$ cat config.mk
export PLATFORM = sky130hd
export DESIGN_NAME = xil_src_arbiter
export DESIGN_NICKNAME = d
export VERILOG_FILES = /design/src/rtl/xil_arb_pkg.sv /design/src/rtl/xil_src_arbiter_rr_pick.sv /design/src/rtl/xil_src_arbiter.sv
export SDC_FILE = /design/constraint.sdc
export NUM_CORES = 1
export LEC_CHECK = 0
export CORE_MARGIN = 5
export CORE_UTILIZATION = 38
export DETAILED_ROUTE_END_ITERATION = 8
export PLACE_DENSITY = 0.85
export SLEW_MARGIN = 20
export SYNTH_ARGS = -nofsm -noshare
export SYNTH_HDL_FRONTEND = slang
export SYNTH_SLANG_ARGS = --single-unit
$ cat constraint.sdc
create_clock -name clk -period 2.5 [get_ports clk]
set_input_delay 0.625 -clock clk [delete_from_list [all_inputs] [get_ports clk]]
set_output_delay 0.625 -clock clk [all_outputs]
set_load 0.1 [all_outputs]
$ cat src/rtl/xil_arb_pkg.sv
// Shared types and defaults for the Xilinx-link source arbiter.
// Combinational helper only; no state lives here.
package xil_arb_pkg;

    localparam int XIL_ARB_N_SRC   = 4;
    localparam int XIL_ARB_DW      = 32;
    localparam int XIL_ARB_TIMEOUT = 255;

    typedef enum logic [1:0] {
        ST_IDLE  = 2'd0,
        ST_GRANT = 2'd1,
        ST_HOLD  = 2'd2
    } arb_state_t;

    // (a + b) mod n for a, b < n; avoids a divider for non power-of-two n.
    function automatic int unsigned wrap_add(input int unsigned a,
                                             input int unsigned b,
                                             input int unsigned n);
        int unsigned s;
        s = a + b;
        if (s >= n) s = s - n;
        return s;
    endfunction

endpackage

$ cat src/rtl/xil_src_arbiter_rr_pick.sv
// Rotating-priority picker: first requester at or after i_ptr, wrapping N-1 -> 0.
// Purely combinational, zero latency; o_gnt_vld low when no requester.
module xil_src_arbiter_rr_pick
    import xil_arb_pkg::*;
#(
    parameter int N  = 4,
    parameter int IW = $clog2(N)
) (
    input  logic [N-1:0]  i_req,
    input  logic [IW-1:0] i_ptr,
    output logic [IW-1:0] o_gnt_idx,
    output logic          o_gnt_vld
);

    int unsigned w_idx;

    // Scan from the farthest slot back to the pointer so the nearest requester wins last.
    always_comb begin
        o_gnt_idx = '0;
        o_gnt_vld = 1'b0;
        w_idx     = 0;
        for (int k = N - 1; k >= 0; k--) begin
            w_idx = wrap_add(32'(i_ptr), unsigned'(k), unsigned'(N));
            if (i_req[w_idx]) begin
                o_gnt_idx = IW'(w_idx);
                o_gnt_vld = 1'b1;
            end
        end
    end

endmodule

$ cat src/rtl/xil_src_arbiter.sv
// Round-robin share of the link word channel among N_SRC producers; grant 1 cycle after decision,
// data_rdy 1 cycle after src_data_rdy; link back-pressure via rdy_for_data level, one word per high period.
module xil_src_arbiter
    import xil_arb_pkg::*;
#(
    parameter int N_SRC   = XIL_ARB_N_SRC,
    parameter int DW      = XIL_ARB_DW,
    parameter int TIMEOUT = XIL_ARB_TIMEOUT,
    localparam int IW     = $clog2(N_SRC)
) (
    input  logic                clk,
    input  logic                rst_n,
    input  logic                rdy_for_data,
    output logic                data_rdy,
    output logic [DW-1:0]       data_in,
    input  logic [N_SRC-1:0]    src_req,
    output logic [N_SRC-1:0]    src_rdy_for_data,
    input  logic [N_SRC-1:0]    src_data_rdy,
    input  logic [N_SRC*DW-1:0] src_data,
    output logic                busy,
    output logic [IW-1:0]       grant_id,
    output logic                err_timeout,
    output logic [IW-1:0]       err_id
);

    localparam int CW = (TIMEOUT > 0) ? $clog2(TIMEOUT + 1) : 1;
    localparam logic [CW-1:0] CNT_LAST = (TIMEOUT > 0) ? CW'(TIMEOUT - 1) : '0;

    arb_state_t        r_state;
    logic [IW-1:0]     r_ptr;
    logic [IW-1:0]     r_grant_id;
    logic [IW-1:0]     r_err_id;
    logic [CW-1:0]     r_cnt;
    logic [DW-1:0]     r_data;
    logic              r_data_rdy;
    logic              r_err_timeout;
    logic              r_busy;
    logic [N_SRC-1:0]  r_src_rdy;

    logic [IW-1:0]     w_pick_idx;
    logic              w_pick_vld;
    logic [IW-1:0]     w_ptr_nxt;
    logic              w_g_data_rdy;
    logic [DW-1:0]     w_g_data;
    logic              w_cnt_done;

    xil_src_arbiter_rr_pick #(
        .N  (N_SRC),
        .IW (IW)
    ) u_rr_pick (
        .i_req     (src_req),
        .i_ptr     (r_ptr),
        .o_gnt_idx (w_pick_idx),
        .o_gnt_vld (w_pick_vld)
    );

    assign w_ptr_nxt    = IW'(wrap_add(32'(r_grant_id), 32'd1, unsigned'(N_SRC)));
    assign w_g_data_rdy = src_data_rdy[r_grant_id];
    assign w_g_data     = src_data[r_grant_id*DW +: DW];
    assign w_cnt_done   = (TIMEOUT != 0) && (r_cnt == CNT_LAST);

    always_ff @(posedge clk) begin
        if (!rst_n) begin
            r_state       <= ST_IDLE;
            r_ptr         <= '0;
            r_grant_id    <= '0;
            r_err_id      <= '0;
            r_cnt         <= '0;
            r_data        <= '0;
            r_data_rdy    <= 1'b0;
            r_err_timeout <= 1'b0;
            r_busy        <= 1'b0;
            r_src_rdy     <= '0;
        end else begin
            r_data_rdy    <= 1'b0;
            r_err_timeout <= 1'b0;
            case (r_state)
                ST_IDLE: begin
                    r_cnt <= '0;
                    if (rdy_for_data && w_pick_vld) begin
                        r_grant_id <= w_pick_idx;
                        r_src_rdy  <= N_SRC'(1) << w_pick_idx;
                        r_busy     <= 1'b1;
                        r_state    <= ST_GRANT;
                    end
                end
                ST_GRANT: begin
                    // Capture beats a same-cycle abort or timeout.
                    if (w_g_data_rdy) begin
                        r_data     <= w_g_data;
                        r_data_rdy <= 1'b1;
                        r_src_rdy  <= '0;
                        r_ptr      <= w_ptr_nxt;
                        r_cnt      <= '0;
                        r_state    <= ST_HOLD;
                    end else if (!rdy_for_data) begin
                        r_src_rdy <= '0;
                        r_cnt     <= '0;
                        r_busy    <= 1'b0;
                        r_state   <= ST_IDLE;
                    end else if (w_cnt_done) begin
                        r_err_timeout <= 1'b1;
                        r_err_id      <= r_grant_id;
                        r_src_rdy     <= '0;
                        r_ptr         <= w_ptr_nxt;
                        r_cnt         <= '0;
                        r_state       <= ST_HOLD;
                    end else begin
                        r_cnt <= r_cnt + CW'(1);
                    end
                end
                ST_HOLD: begin
                    r_cnt <= '0;
                    if (!rdy_for_data) begin
                        r_busy  <= 1'b0;
                        r_state <= ST_IDLE;
                    end
                end
                default: begin
                    r_src_rdy <= '0;
                    r_busy    <= 1'b0;
                    r_state   <= ST_IDLE;
                end
            endcase
        end
    end

    assign data_rdy         = r_data_rdy;
    assign data_in          = r_data;
    assign src_rdy_for_data = r_src_rdy;
    assign busy             = r_busy;
    assign grant_id         = r_grant_id;
    assign err_timeout      = r_err_timeout;
    assign err_id           = r_err_id;

    // Grant is one-hot and present exactly while in GRANT; output pulses only land in HOLD.
    a_grant_onehot: assert property (@(posedge clk) disable iff (!rst_n)
        $onehot0(r_src_rdy));
    a_grant_state: assert property (@(posedge clk) disable iff (!rst_n)
        ((r_src_rdy != '0) == (r_state == ST_GRANT)));
    a_pulse_hold: assert property (@(posedge clk) disable iff (!rst_n)
        ((r_data_rdy || r_err_timeout) |-> (r_state == ST_HOLD)));

endmodule

# Yosys cells after proc, flatten, opt, wreduce, memory -nomap -nowiden
# Cells that the tools add are included.
[word_totals]
n_memories = 0
ff_bits = 55
mem_bits_rw = 0
latch_bits = 0
mem_bits_ro = 0
[classes]
mux = 47
n_reduce_logical = 15
n_addsub = 10
n_bitwise = 5
mul = 0
div_mod_pow = 0
order_cmp = 10
shifts = 2
n_eq_ne = 7
[op_table]
columns = ["op", "count"]
rows = [
  ["$lt A32 B3 Y1 const B", 4],
  ["$mux W32", 4],
  ["$shiftx A128 B8 Y32", 1],
  ["$ge A32 B3 Y1 const B", 3],
  ["$sub A32 B3 Y32 const B", 3],
  ["$mux W2", 13],
  ["$mux W8", 3],
  ["$mux W4", 4],
  ["$pmux W8 S2", 1],
  ["$mux W1", 14],
  ["$pmux W4 S3", 1],
  ["$bmux W1 S2", 5],
  ["$reduce_and A3 Y1", 3],
  ["$add A8 B1 Y8 const B", 1],
  ["$eq A8 B8 Y1 const B", 1],
  ["$reduce_and A2 Y1", 4],
  ["$add A2 B1 Y3 const B", 2],
  ["$add A2 B2 Y3 const B", 2],
  ["$ne A2 B2 Y1 const B", 3],
  ["$pmux W2 S3", 1],
  ["$reduce_bool A2 Y1", 3],
  ["$not A1 Y1", 5],
  ["$ne A4 B4 Y1 const B", 1],
  ["$reduce_and A4 Y1", 1],
  ["other kinds (13)", 13],
]

# Longest topological paths before layout
# Gate-level depths: netlist of run 1.
[depth]
word_depth = 12
ltp_mapped = 8
ltp_nobuf = 6

# Modules after synthesis
# A second synthesis of run 1 with hierarchy kept.
[unflattened]
cells_unflattened = 310
area_unflattened_um2 = 3128.0
[by_module_without_submodules]
columns = ["module", "instances", "cells_each", "area_per_inst_um2", "seq_area_each_um2"]
rows = [
  ["xil_src_arbiter", 1, 297, 3050.4, 1101.1],
  ["xil_src_arbiter_rr_pick", 1, 13, 77.6, 0.0],
]

# Worst setup path before layout of run 1
# OpenSTA, ideal clock, no wires.
[synth_timing]
kind = "register to register"
start = "register r_grant_id[0] (netlist: grant_id[0])"
end = "register r_state[1]"
arrival_time_ns = 2.521
path_buffers = 2
path_stages_with_launch = 7
setup_ns = 0.116
path_slack_ns = -0.137
t_required_ns = 2.384
cell_sequence = "dfxtp_1 -> buf_6 -> mux4_2 -> and2_1 -> clkbuf_2 -> or3_1 -> o211a_1"
[synth_via]
elab_chain_cells = 4
word_cells_on_any_way = 6
[synth_rtl]
columns = ["element", "line", "source"]
rows = [
  ["start, declared", "xil_src_arbiter.sv:31", "logic [IW-1:0] r_grant_id;"],
  ["start signal, assigned", "xil_src_arbiter.sv:81", "r_grant_id <= w_pick_idx;"],
  ["$bmux W1 S2 *", "xil_src_arbiter.sv:58", "assign w_g_data_rdy = src_data_rdy[r_grant_id];"],
  ["$mux W1 (implied by the code) *", "xil_src_arbiter.sv:58", ""],
  ["$ne A4 B4 Y1 (no source line) or $mux W2 (tied branches)", "-", ""],
  ["$reduce_and A3 Y1 (no source line) or $pmux W2 S3 (tied branches)", "-", ""],
  ["end signal, assigned", "xil_src_arbiter.sv:64", "r_state <= ST_IDLE;"],
  ["end signal, assigned", "xil_src_arbiter.sv:84", "r_state <= ST_GRANT;"],
  ["end signal, assigned", "xil_src_arbiter.sv:95", "r_state <= ST_HOLD;"],
  ["end, declared", "xil_src_arbiter.sv:29", "arb_state_t r_state;"],
]
# Every way passes the cells marked *; elsewhere a longest branch is shown, timed or not. The select of a mux whose other input is x is not followed.
# A chain may end at the register's enable or synchronous reset.

# Final worst setup path of run 1
[layout_timing]
start = "input src_data_rdy[3]"
end = "register r_cnt[0]"
[layout_via]
elab_chain_cells = 4
[layout_rtl]
columns = ["element", "line", "source"]
rows = [
  ["start, declared", "xil_src_arbiter.sv:18", "input logic [N_SRC-1:0] src_data_rdy,"],
  ["$bmux W1 S2", "xil_src_arbiter.sv:58", ""],
  ["$mux W1 (implied by the code)", "xil_src_arbiter.sv:58", ""],
  ["$mux W8", "xil_src_arbiter.sv:89", "if (w_g_data_rdy) begin"],
  ["$pmux W8 S2", "xil_src_arbiter.sv:77", "case (r_state)"],
  ["end signal, assigned", "xil_src_arbiter.sv:109", "r_cnt <= r_cnt + CW'(1);"],
  ["end, declared", "xil_src_arbiter.sv:33", "logic [CW-1:0] r_cnt;"],
]
# No other way between the ends. The select of a mux whose other input is x is not followed.

==> key figures, run 1 <==
Synthesis
  • Yosys cell types: 39
  • Top_reg_cell synth: dfxtp_1
  • Post-Syn Area per Cell: approximately 9.7 sq um
  • Yosys Warn Count: 0
  • Seq/Total Area, Yosys: 0.3647
  • Ys async rst share: 0
  • Cells after synthesis: 310
  • Mapped cell area: a little over 3000 sq um
  • Post-synth EDFFs: 0
  • Mapped Nets: approximately 460
  • Yosys reg bits: 55

Worst setup path
  • Worst EP arrival: 2.40 ns
  • Data required, critical path: roughly 2.7 ns
  • CP startpoint kind: primary input
  • Worst-path maximum fanout: 8
  • Setup crit end kind: flop
  • Reg2Reg Setup Slack: about 0.62 ns
  • Critical Setup Path Class: in -> reg

CTS
  • # H-tree levels: 2
  • CTS Sinks: 55
  • CTS tree: yes
  • Skew-Pair Late Insertion Delay: ~0.3 ns
  • Postcts setup bufs: 0
  • Worst-case clock buffer depth: 2
  • Total CTS buffers: 5
  • Root Buffer: clkbuf_8
  • Post-CTS Hold Fix Bufs: 0
  • Post-CTS sizing: 0
  • Clock transition at the registers of the reported paths: about 0.10 ns

Outcome
  • Status: finished, final reports clean

Layout
  • Layout cells sized above 1: 0.2004
  • Multi-input logic area: between 1500 and 2000 sq um
  • Core Util, Final: 0.6438
  • Ant. Diodes: 0
  • Final nets: about 630
  • Commonest non-fill, non-tap cell in the layout: clkdlybuf4s50_1
  • Fillcell total: 630
  • Storage cell area: roughly 1100 sq um
  • Leading cell types in the layout, fill and taps excluded: clkdlybuf4s50_1, nand2_1, dfxtp_1, buf_4, a21oi_1
  • Area Overhead vs Synth: 64.77%

Floorplanning
  • Io pins: 182
  • Die area: roughly 9800 sq um
  • Area of the core: slightly below 8000 sq um
  • Die height: around 99 um
  • Row cnt: 32
  • Initial core utilization: 0.3907
  • Die Wd: between 90 and 100 um

STA
  • Final setup viols: 0
  • Achievable Freq: ~460 MHz
  • Rel. slew slack: 0.6108
  • Final hold violations: 0
  • Min Tclk post-route: roughly 2.2 ns
  • Final setup TNS: 0 ns
  • Final period util: 0.8610
  • Clock Skew: just under 0.004 ns
  • Worst Tran Pin Value: between 0.5 and 0.6 ns
  • Slew Limit Fails: 0
  • Unrepaired setup endpoints after global routing: false

Global routing
  • Gr ovfl total: 0
  • Initial antenna violation count: 0
  • First-pass GRT wire length: about 16 mm
  • Largest net degree at the start of global routing: 37
  • Vias in the first global route: 3324
  • Total Routing Usage GR: 0.2049

Min path
  • Worst hold path type: reg -> reg

Drt
  • WL final: approximately 10 mm
  • Initial DRC Count: about 110
  • DRC violations left: 0
  • Vias per cell: 5.200
  • Antenna Nets Post-Route: 0
  • Via count: between 3k and 4k
  • DR WL/cell: 17.13 um
  • Pre-antenna DRT Iters: 4

Pwr
  • P_leak: 1.844 nW
  • Worst VDD drop: roughly 0.00035 V
  • Total power: around 0.0027 W
  • Power Density: 549.9 nW/um^2

Run
  • Max-capacitance violation count: 0

Place
  • HPWL after DPL: around 8.0 mm
  • GP Congestion: 0.9273
  • # port buffers: roughly 180
## logic make-up (layout without fill, tap and decap cells)
group           after synthesis  count (layout)  share of synthesized area
compound gates               60              60                     0.1198
mux                          37              37                     0.2594
buf+inv                      27             206                    0.03854
simple gates                116             116                     0.1654
fa+ha+maj                     7               7                    0.02901
xor+xnor                      8               8                    0.02321
flops                        55              55                     0.3647
## metal layers
layer,global-route usage,up-vias,share of wire
met5,0,-,0
met4,0.06828,0,0.026
met3,0.05750,22,0.074
met2,0.3750,144,0.53
met1,0.2275,1431,0.37
li1,-,1476,-
## state kept, by name (all words and copies together) (netlist names)
signal	cells
r_cnt	8
err_timeout	1
src_rdy_for_data	4
data_in	32
r_ptr	2
r_state	2
data_rdy	1
err_id	2
grant_id	2
busy	1
## power by group
part,internal (W),switching [W]
clock,0.000228,0.000287
sequential,0.000944,0.0000461
combinational,0.000508,0.000723
## synth_stat cells, drive strengths merged, types with 3 or more instances
library cell | instances | area share
clkbuf | 15 | 0.019
inv | 6 | 0.0075
nor2 | 16 | 0.020
buf | 6 | 0.012
dfxtp | 55 | 0.36
a311oi | 3 | 0.0087
nand3 | 3 | 0.0050
a21oi | 40 | 0.066
mux4 | 33 | 0.25
o21ai | 3 | 0.0050
and2 | 3 | 0.0062
ha | 7 | 0.029
xor2 | 6 | 0.017
nand2b | 3 | 0.0062
nand2 | 77 | 0.096
or3 | 4 | 0.0083
o32ai | 4 | 0.012
mux2i | 4 | 0.013
## path summary, 6_finish.rpt
check,startpoint,to,cells past startpoint
worst min-delay path,data_in[2],data_in[2],2
worst max register to register,r_state[1],src_rdy_for_data[1],6
worst max-delay path,src_data_rdy[3],r_cnt[0],5
worst min register to register,data_in[2],data_in[2],2
## final cells by class
type | count | area share
clock buffer | 7 | 0.01735
tap | 102 | 0.02565
timing repair buffer | 192 | 0.3667
multi-input combinational | 228 | 0.3622
inverter | 6 | 0.004527
clock inverter | 1 | 0.001761
sequential | 55 | 0.2218
## critical path, cell delays in order
cell,delay [ns]
clkdlybuf4s50_1,0.39
mux4_2,0.56
a2111oi_0,0.38
o21ai_1,0.27
nor2_1,0.17
## stage by stage
step	std cells	hold WS, ns	setup WS [ns]	instance area [sq um]
3_5_place_dp	583	0.4474	0.02097	4880
2_1_floorplan	310	0.4717	0.004998	3020
3_3_place_gp	583	0.4434	0.1060	4880
5_1_grt	591	0.4807	0.2485	4975
4_1_cts	591	0.4611	0.3585	4975
6_report	591	0.4598	0.3474	4975
No activity file was read; power rests on OpenSTA's default activity.
==> inputs of run 2 (changes only) <==
--- a/config.mk
+++ b/config.mk
@@ -7,2 +7,3 @@
 export LEC_CHECK = 0
+export ABC_CLOCK_PERIOD_IN_PS = 2500
 export CORE_MARGIN = 5
--- a/constraint.sdc
+++ b/constraint.sdc
@@ -3,2 +3,2 @@
 set_output_delay 0.625 -clock clk [all_outputs]
-set_load 0.1 [all_outputs]
+set_load 0.05 [all_outputs]
==> run 2 against run 1 <==
- wire length shrank 1.3%
- combinational power down 15%
- cell count up 0.34%
- count of clock-buffer cells in the layout increased by 1
- die area did not move
- critical path depth unchanged
- global-route usage fell by 0.23 points
- design area grew 2.5%
- sequential power about the same
- clock skew rose by 0.0011 ns
- largest cell class unchanged
==> key figures, run 2 (same netlist as run 1, synthesis figures left out) <==
Worst setup path
  • Critical Path Start: src_data_rdy[0] (was src_data_rdy[3])
  • Delay-heaviest family, CP: compound AO/OA/AOI/OAI gates (unchanged)
  • Worst-path maximum fanout: 8 (unchanged)
  • Data required, critical path: 2.74 ns (about the same)
  • Reg2Reg Setup Slack: 0.67 ns (was 0.62 ns)
  • Critical Setup Path Class: in -> reg (unchanged)
  • Worst Reg-to-Reg Cells: 4 (was 6)
  • Origin of the critical flop-to-flop path: grant_id[0] (was r_state[1])
  • R2r endpoint: r_cnt[1] (was src_rdy_for_data[1])
  • Setup crit end kind: flop (unchanged)
  • Stages on worst setup path: 5 (unchanged)
  • CP startpoint kind: primary input (unchanged)
  • CP bufs+invs: 1 (unchanged)
  • Crit path to: r_cnt[1] (was r_cnt[0])
  • CP Cell Sequence: clkdlybuf4s50_1 -> mux4_2 -> a2111oi_0 -> o21ai_1 -> nor2_1 (unchanged)
  • Slowest CP cell: mux4_2 (unchanged)
  • CP max stage delay: 0.56 ns (about the same)
  • Worst EP arrival: 2.41 ns (was 2.40 ns)

Floorplanning
  • Initial core utilization: 0.3907 (unchanged)
  • Row cnt: 32 (unchanged)
  • Die Wd: 99.14 um (unchanged)
  • Io pins: 182 (unchanged)
  • Area of the core: 7727 sq um (unchanged)
  • Die area: 9828 sq um (unchanged)
  • Die height: 99.14 um (unchanged)

Place
  • GP Congestion: 0.8974 (was 0.9273)
  • HPWL after DPL: 8.097 mm (was 8.025 mm)
  • Placement Cell Area: 4997 sq um (was 4880 sq um)
  • # port buffers: 181 (unchanged)

Drt
  • DRC violations left: 0 (unchanged)
  • Initial DRC Count: 102 (was 107)
  • WL final: 9.987 mm (was 10.12 mm)
  • DR WL/cell: 16.84 um (was 17.13 um)
  • Vias per cell: 5.268 (was 5.200)
  • Antenna Nets Post-Route: 0 (unchanged)
  • Via count: 3124 (was 3073)
  • Pre-antenna DRT Iters: 4 (unchanged)

CTS
  • Root Buffer: clkbuf_8 (unchanged)
  • Worst-case clock buffer depth: 2 (unchanged)
  • Skew-Pair Late Insertion Delay: 0.30 ns (about the same)
  • Total CTS buffers: 5 (unchanged)
  • Post-CTS Hold Fix Bufs: 0 (unchanged)
  • Postcts setup bufs: 0 (unchanged)
  • # H-tree levels: 2 (unchanged)
  • CTS tree: yes (unchanged)
  • Post-CTS sizing: 0 (unchanged)
  • CTS Sinks: 55 (unchanged)
  • Clock transition at the registers of the reported paths: 0.09 ns (was 0.10 ns)

Pwr
  • Power Density: 503.3 nW/um^2 (was 549.9 nW/um^2)
  • P_leak: 1.775 nW (was 1.844 nW)
  • Worst VDD drop: 0.0002814 V (was 0.0003508 V)

Layout
  • Leading cell types in the layout, fill and taps excluded: clkdlybuf4s50_1, nand2_1, dfxtp_1, a21oi_1, mux4_2 (was clkdlybuf4s50_1, nand2_1, dfxtp_1, buf_4, a21oi_1)
  • Max FFs per register: 32 (unchanged)
  • Fillcell total: 629 (was 630)
  • Fin area: 5097 sq um (was 4975 sq um)
  • Commonest non-fill, non-tap cell in the layout: clkdlybuf4s50_1 (unchanged)
  • Layout cells sized above 1: 0.1202 (was 0.2004)
  • Final nets: 636 (was 634)
  • Ant. Diodes: 0 (unchanged)
  • Area Overhead vs Synth: 68.84% (was 64.77%)
  • Core Util, Final: 0.6597 (was 0.6438)

STA
  • Achievable Freq: 460.5 MHz (was 464.6 MHz)
  • Clock Skew: 0.005037 ns (was 0.003889 ns)
  • Unrepaired setup endpoints after global routing: false (unchanged)
  • Slew Limit Fails: 0 (unchanged)
  • Final hold violations: 0 (unchanged)
  • Final setup viols: 0 (unchanged)
  • Final setup TNS: 0 ns (unchanged)
  • Worst Tran Pin Value: 0.5609 ns (was 0.5838 ns)
  • Min Tclk post-route: 2.171 ns (was 2.153 ns)
  • Rel. slew slack: 0.6236 (was 0.6108)
  • Final period util: 0.8685 (was 0.8610)

Global routing
  • Vias in the first global route: 3304 (was 3324)
  • Total Routing Usage GR: 0.2026 (was 0.2049)
  • Most Crowded Layer GR: met2 (unchanged)
  • Initial antenna violation count: 1 (was 0)
  • Met3 Use GR: 0.06241 (was 0.05750)
  • Gr ovfl total: 0 (unchanged)
  • Met2 Use GR: 0.3683 (was 0.3750)
  • Largest net degree at the start of global routing: 37 (unchanged)
  • Met1 Use GR: 0.2228 (was 0.2275)
  • First-pass GRT wire length: 16.12 mm (was 16.26 mm)

Outcome
  • Status: finished, final reports clean (unchanged)

Run
  • Max-capacitance violation count: 0 (unchanged)

Min path
  • Worst hold path type: reg -> reg (unchanged)
-- run 2: changes by cell type in the layout (fill, tap and decap cells not counted), sizes merged --
cell / delta
clkdlybuf4s50: +41
clkbuf: +1
clkinv: -1
buf: -39
-- run 2: layout make-up --
cell class	count	area (sq um)	area share
sequential	55	1104	0.2165
multi-input combinational	228	1802	0.3535
clock buffer	8	100.1	0.01964
timing repair buffer	194	1942	0.3810
tap	102	127.6	0.02504
inverter	6	22.52	0.004418
-- run 2: power breakdown --
part	leakage [nW]	internal [W]	total [W]	switching [W]
sequential	0.447	0.000944	0.000990	0.0000463
clock	0.0515	0.000253	0.000525	0.000272
combinational	1.28	0.000533	0.00105	0.000517
total	1.77	0.00173	0.00257	0.000835
-- run 2: metal layers --
| layer | vias up | part of all wire |
|---|---|---|
| met1 | 1469 | 0.36 |
| li1 | 1479 | - |
| met3 | 28 | 0.091 |
| met2 | 146 | 0.53 |
| met5 | - | 0.0011 |
| met4 | 2 | 0.026 |
-- run 2: worst min path at each step --
stage | slack [ns] | cells past startpoint | from | end
after floorplan | 0.47 | 2 | r_cnt[7] | r_cnt[7]
after global placement | 0.44 | 2 | data_in[22] | data_in[22]
after detailed placement | 0.45 | 2 | data_in[31] | data_in[31]
after CTS | 0.46 | 2 | data_in[31] | data_in[31]
after global routing | 0.48 | 2 | data_in[29] | data_in[29]
final | 0.46 | 2 | data_in[31] | data_in[31]
-- run 2: tightest hold or removal path, delay by kind of cell, from the launching register on --
kind,cells,cell delay (ns)
AOI/OAI and AO/OA,1,0.05
DFF,1,0.32
and+or+nand+nor,1,0.05
-- run 2: stage by stage --
stage               hold WS [ns]  power [W]  std cells  setup WS [ns]
floorplan                 0.4717   0.001613        310         0.2140
global placement          0.4406   0.002041        585        0.09313
detailed placement        0.4468   0.002065        585       0.009791
CTS                       0.4601   0.002598        593         0.3210
global route              0.4800   0.002714        593         0.1663
finish                    0.4567   0.002566        593         0.3287
==> inputs of run 3 (changes only) <==
Settings changed: ABC_CLOCK_PERIOD_IN_PS 2500 to 2700, CORE_UTILIZATION 38 to 41, PLACE_DENSITY 0.85 to 0.9.
Clock period 2.5 ns to 2.7 ns, I/O delays scaled along.
==> run 3 against run 2 <==
- via count increased by 0.26%
- cell count decreased by 1.2%
- combinational power decreased by 9.9%
- critical endpoint is now r_cnt[6]
- worst hold slack improved by 0.0011 ns
- non-clock buffer count decreased by 4
- sequential share of layout area increased by 0.33 points
- count of clock-buffer cells in the layout decreased by 1
==> key figures, run 3 (same netlist as run 1, synthesis figures left out) <==
Outcome
  • Status: finished, final reports clean (unchanged)

Worst setup path
  • Data required, critical path: 2.94 ns (was 2.74 ns)
  • Reg2Reg Setup Slack: 0.56 ns (was 0.67 ns)
  • CP startpoint kind: primary input (unchanged)
  • Setup crit end kind: flop (unchanged)
  • Worst EP arrival: 2.58 ns (was 2.41 ns)
  • Critical Setup Path Class: in -> reg (unchanged)
  • Worst-path maximum fanout: 8 (unchanged)

Layout
  • Final nets: 632 (was 636)
  • Leading cell types in the layout, fill and taps excluded: clkdlybuf4s50_1, nand2_1, dfxtp_1, a21oi_1, mux4_2 (unchanged)
  • Ant. Diodes: 0 (unchanged)
  • Area Overhead vs Synth: 66.27% (was 68.84%)
  • Commonest non-fill, non-tap cell in the layout: clkdlybuf4s50_1 (unchanged)
  • Max FFs per register: 32 (unchanged)
  • Core Util, Final: 0.6958 (was 0.6597)
  • Layout cells sized above 1: 0.1109 (was 0.1202)

Drt
  • WL final: 10.26 mm (was 9.987 mm)
  • Vias per cell: 5.345 (was 5.268)
  • DR WL/cell: 17.51 um (was 16.84 um)
  • Initial DRC Count: 127 (was 102)
  • Pre-antenna DRT Iters: 4 (unchanged)
  • Antenna Nets Post-Route: 0 (unchanged)
  • DRC violations left: 0 (unchanged)
  • Via count: 3132 (was 3124)

Place
  • # port buffers: 181 (unchanged)
  • GP Congestion: 0.8747 (was 0.8974)
  • HPWL after DPL: 8.271 mm (was 8.097 mm)

STA
  • Final hold violations: 0 (unchanged)
  • Achievable Freq: 427.2 MHz
  • Worst Tran Pin Value: 0.5724 ns (was 0.5609 ns)
  • Clock Skew: 0.005130 ns (was 0.005037 ns)
  • Final setup TNS: 0 ns (unchanged)
  • Final period util: 0.8670
  • Final setup viols: 0 (unchanged)
  • Min Tclk post-route: roughly 2.3 ns
  • Rel. slew slack: 0.6184 (was 0.6236)
  • Unrepaired setup endpoints after global routing: false (unchanged)
  • Slew Limit Fails: 0 (unchanged)

CTS
  • # H-tree levels: 2 (unchanged)
  • Clock transition at the registers of the reported paths: 0.09 ns (about the same)
  • Post-CTS Hold Fix Bufs: 0 (unchanged)
  • CTS tree: yes (unchanged)
  • Total CTS buffers: 5 (unchanged)
  • Post-CTS sizing: 0 (unchanged)
  • CTS Sinks: 55 (unchanged)
  • Worst-case clock buffer depth: 2 (unchanged)
  • Postcts setup bufs: 0 (unchanged)
  • Root Buffer: clkbuf_8 (unchanged)
  • Skew-Pair Late Insertion Delay: 0.30 ns (about the same)

Global routing
  • Total Routing Usage GR: 0.2134 (was 0.2026)
  • Initial antenna violation count: 0 (was 1)
  • Largest net degree at the start of global routing: 38 (was 37)
  • Vias in the first global route: 3271 (was 3304)
  • First-pass GRT wire length: 15.26 mm (was 16.12 mm)
  • Gr ovfl total: 0 (unchanged)

Floorplanning
  • Io pins: 182 (unchanged)
  • Area of the core: 7214 sq um (was 7727 sq um)
  • Die height: 95.81 um (was 99.14 um)
  • Die Wd: 95.81 um (was 99.14 um)
  • Die area: 9180 sq um (was 9828 sq um)
  • Initial core utilization: 0.4185 (was 0.3907)
  • Row cnt: 31 (was 32)

Pwr
  • Power Density: 461.0 nW/um^2 (was 503.3 nW/um^2)
  • P_leak: 1.737 nW (was 1.775 nW)
  • Worst VDD drop: 0.0003284 V (was 0.0002814 V)

Min path
  • Worst hold path type: reg -> reg (unchanged)

Run
  • Max-capacitance violation count: 0 (unchanged)
## run 3: cell types whose count changed in the layout (fill, tap and decap cells not counted)
| cell | delta |
|---|---|
| clkinv_2 | +1 |
| buf_4 | -2 |
| clkbuf_1 | +1 |
| clkbuf_8 | -2 |
| buf_12 | -2 |
## run 3: per-layer routing
layer,wire [um],share of wire,track usage
met1,3901,0.38,0.2491
met4,178,0.017,0.05806
met3,811,0.079,0.04769
met2,5366,0.52,0.3909
met5,0,0,0
## run 3: final timing paths
path | startpoint | endpoint | depth (start not counted)
hold reg to reg | data_in[31] | data_in[31] | 2
hold / removal | data_in[31] | data_in[31] | 2
setup / recovery | src_data_rdy[0] | r_cnt[6] | 5
setup reg to reg | grant_id[1] | r_cnt[6] | 4
## run 3: cell type report
cell class / count / area, sq um
fill: 562 / 2195
timing repair buffer: 190 / 1887
multi-input combinational: 228 / 1802
sequential: 55 / 1104
tap: 99 / 123.9
clock buffer: 7 / 76.32
inverter: 6 / 22.52
clock inverter: 1 / 5.005
## run 3: through the flow
step | instance area (sq um) | power, W | cells | setup slack [ns] | hold slack (ns)
2_1_floorplan | 3019 | 0.001494 | 310 | 0.4140 | 0.4717
3_3_place_gp | 4938 | 0.001871 | 578 | 0.2015 | 0.4414
3_5_place_dp | 4938 | 0.001898 | 578 | 0.1126 | 0.4456
4_1_cts | 5020 | 0.002336 | 586 | 0.3876 | 0.4590
5_1_grt | 5020 | 0.002435 | 586 | 0.2585 | 0.4811
6_report | 5020 | 0.002314 | 586 | 0.3592 | 0.4578
## run 3: where the power goes
part | total (W) | switching [W] | internal [W]
Clock | 0.000438 | 0.000255 | 0.000183
Sequential | 0.000930 | 0.0000560 | 0.000874
Combinational | 0.000946 | 0.000470 | 0.000476
Total | 0.00231 | 0.000781 | 0.00153
## run 3: critical path, stage by stage
cell	delay, ns
clkdlybuf4s50_1	0.43
mux4_2	0.55
a2111oi_0	0.47
o21ai_1	0.28
nor2_1	0.17
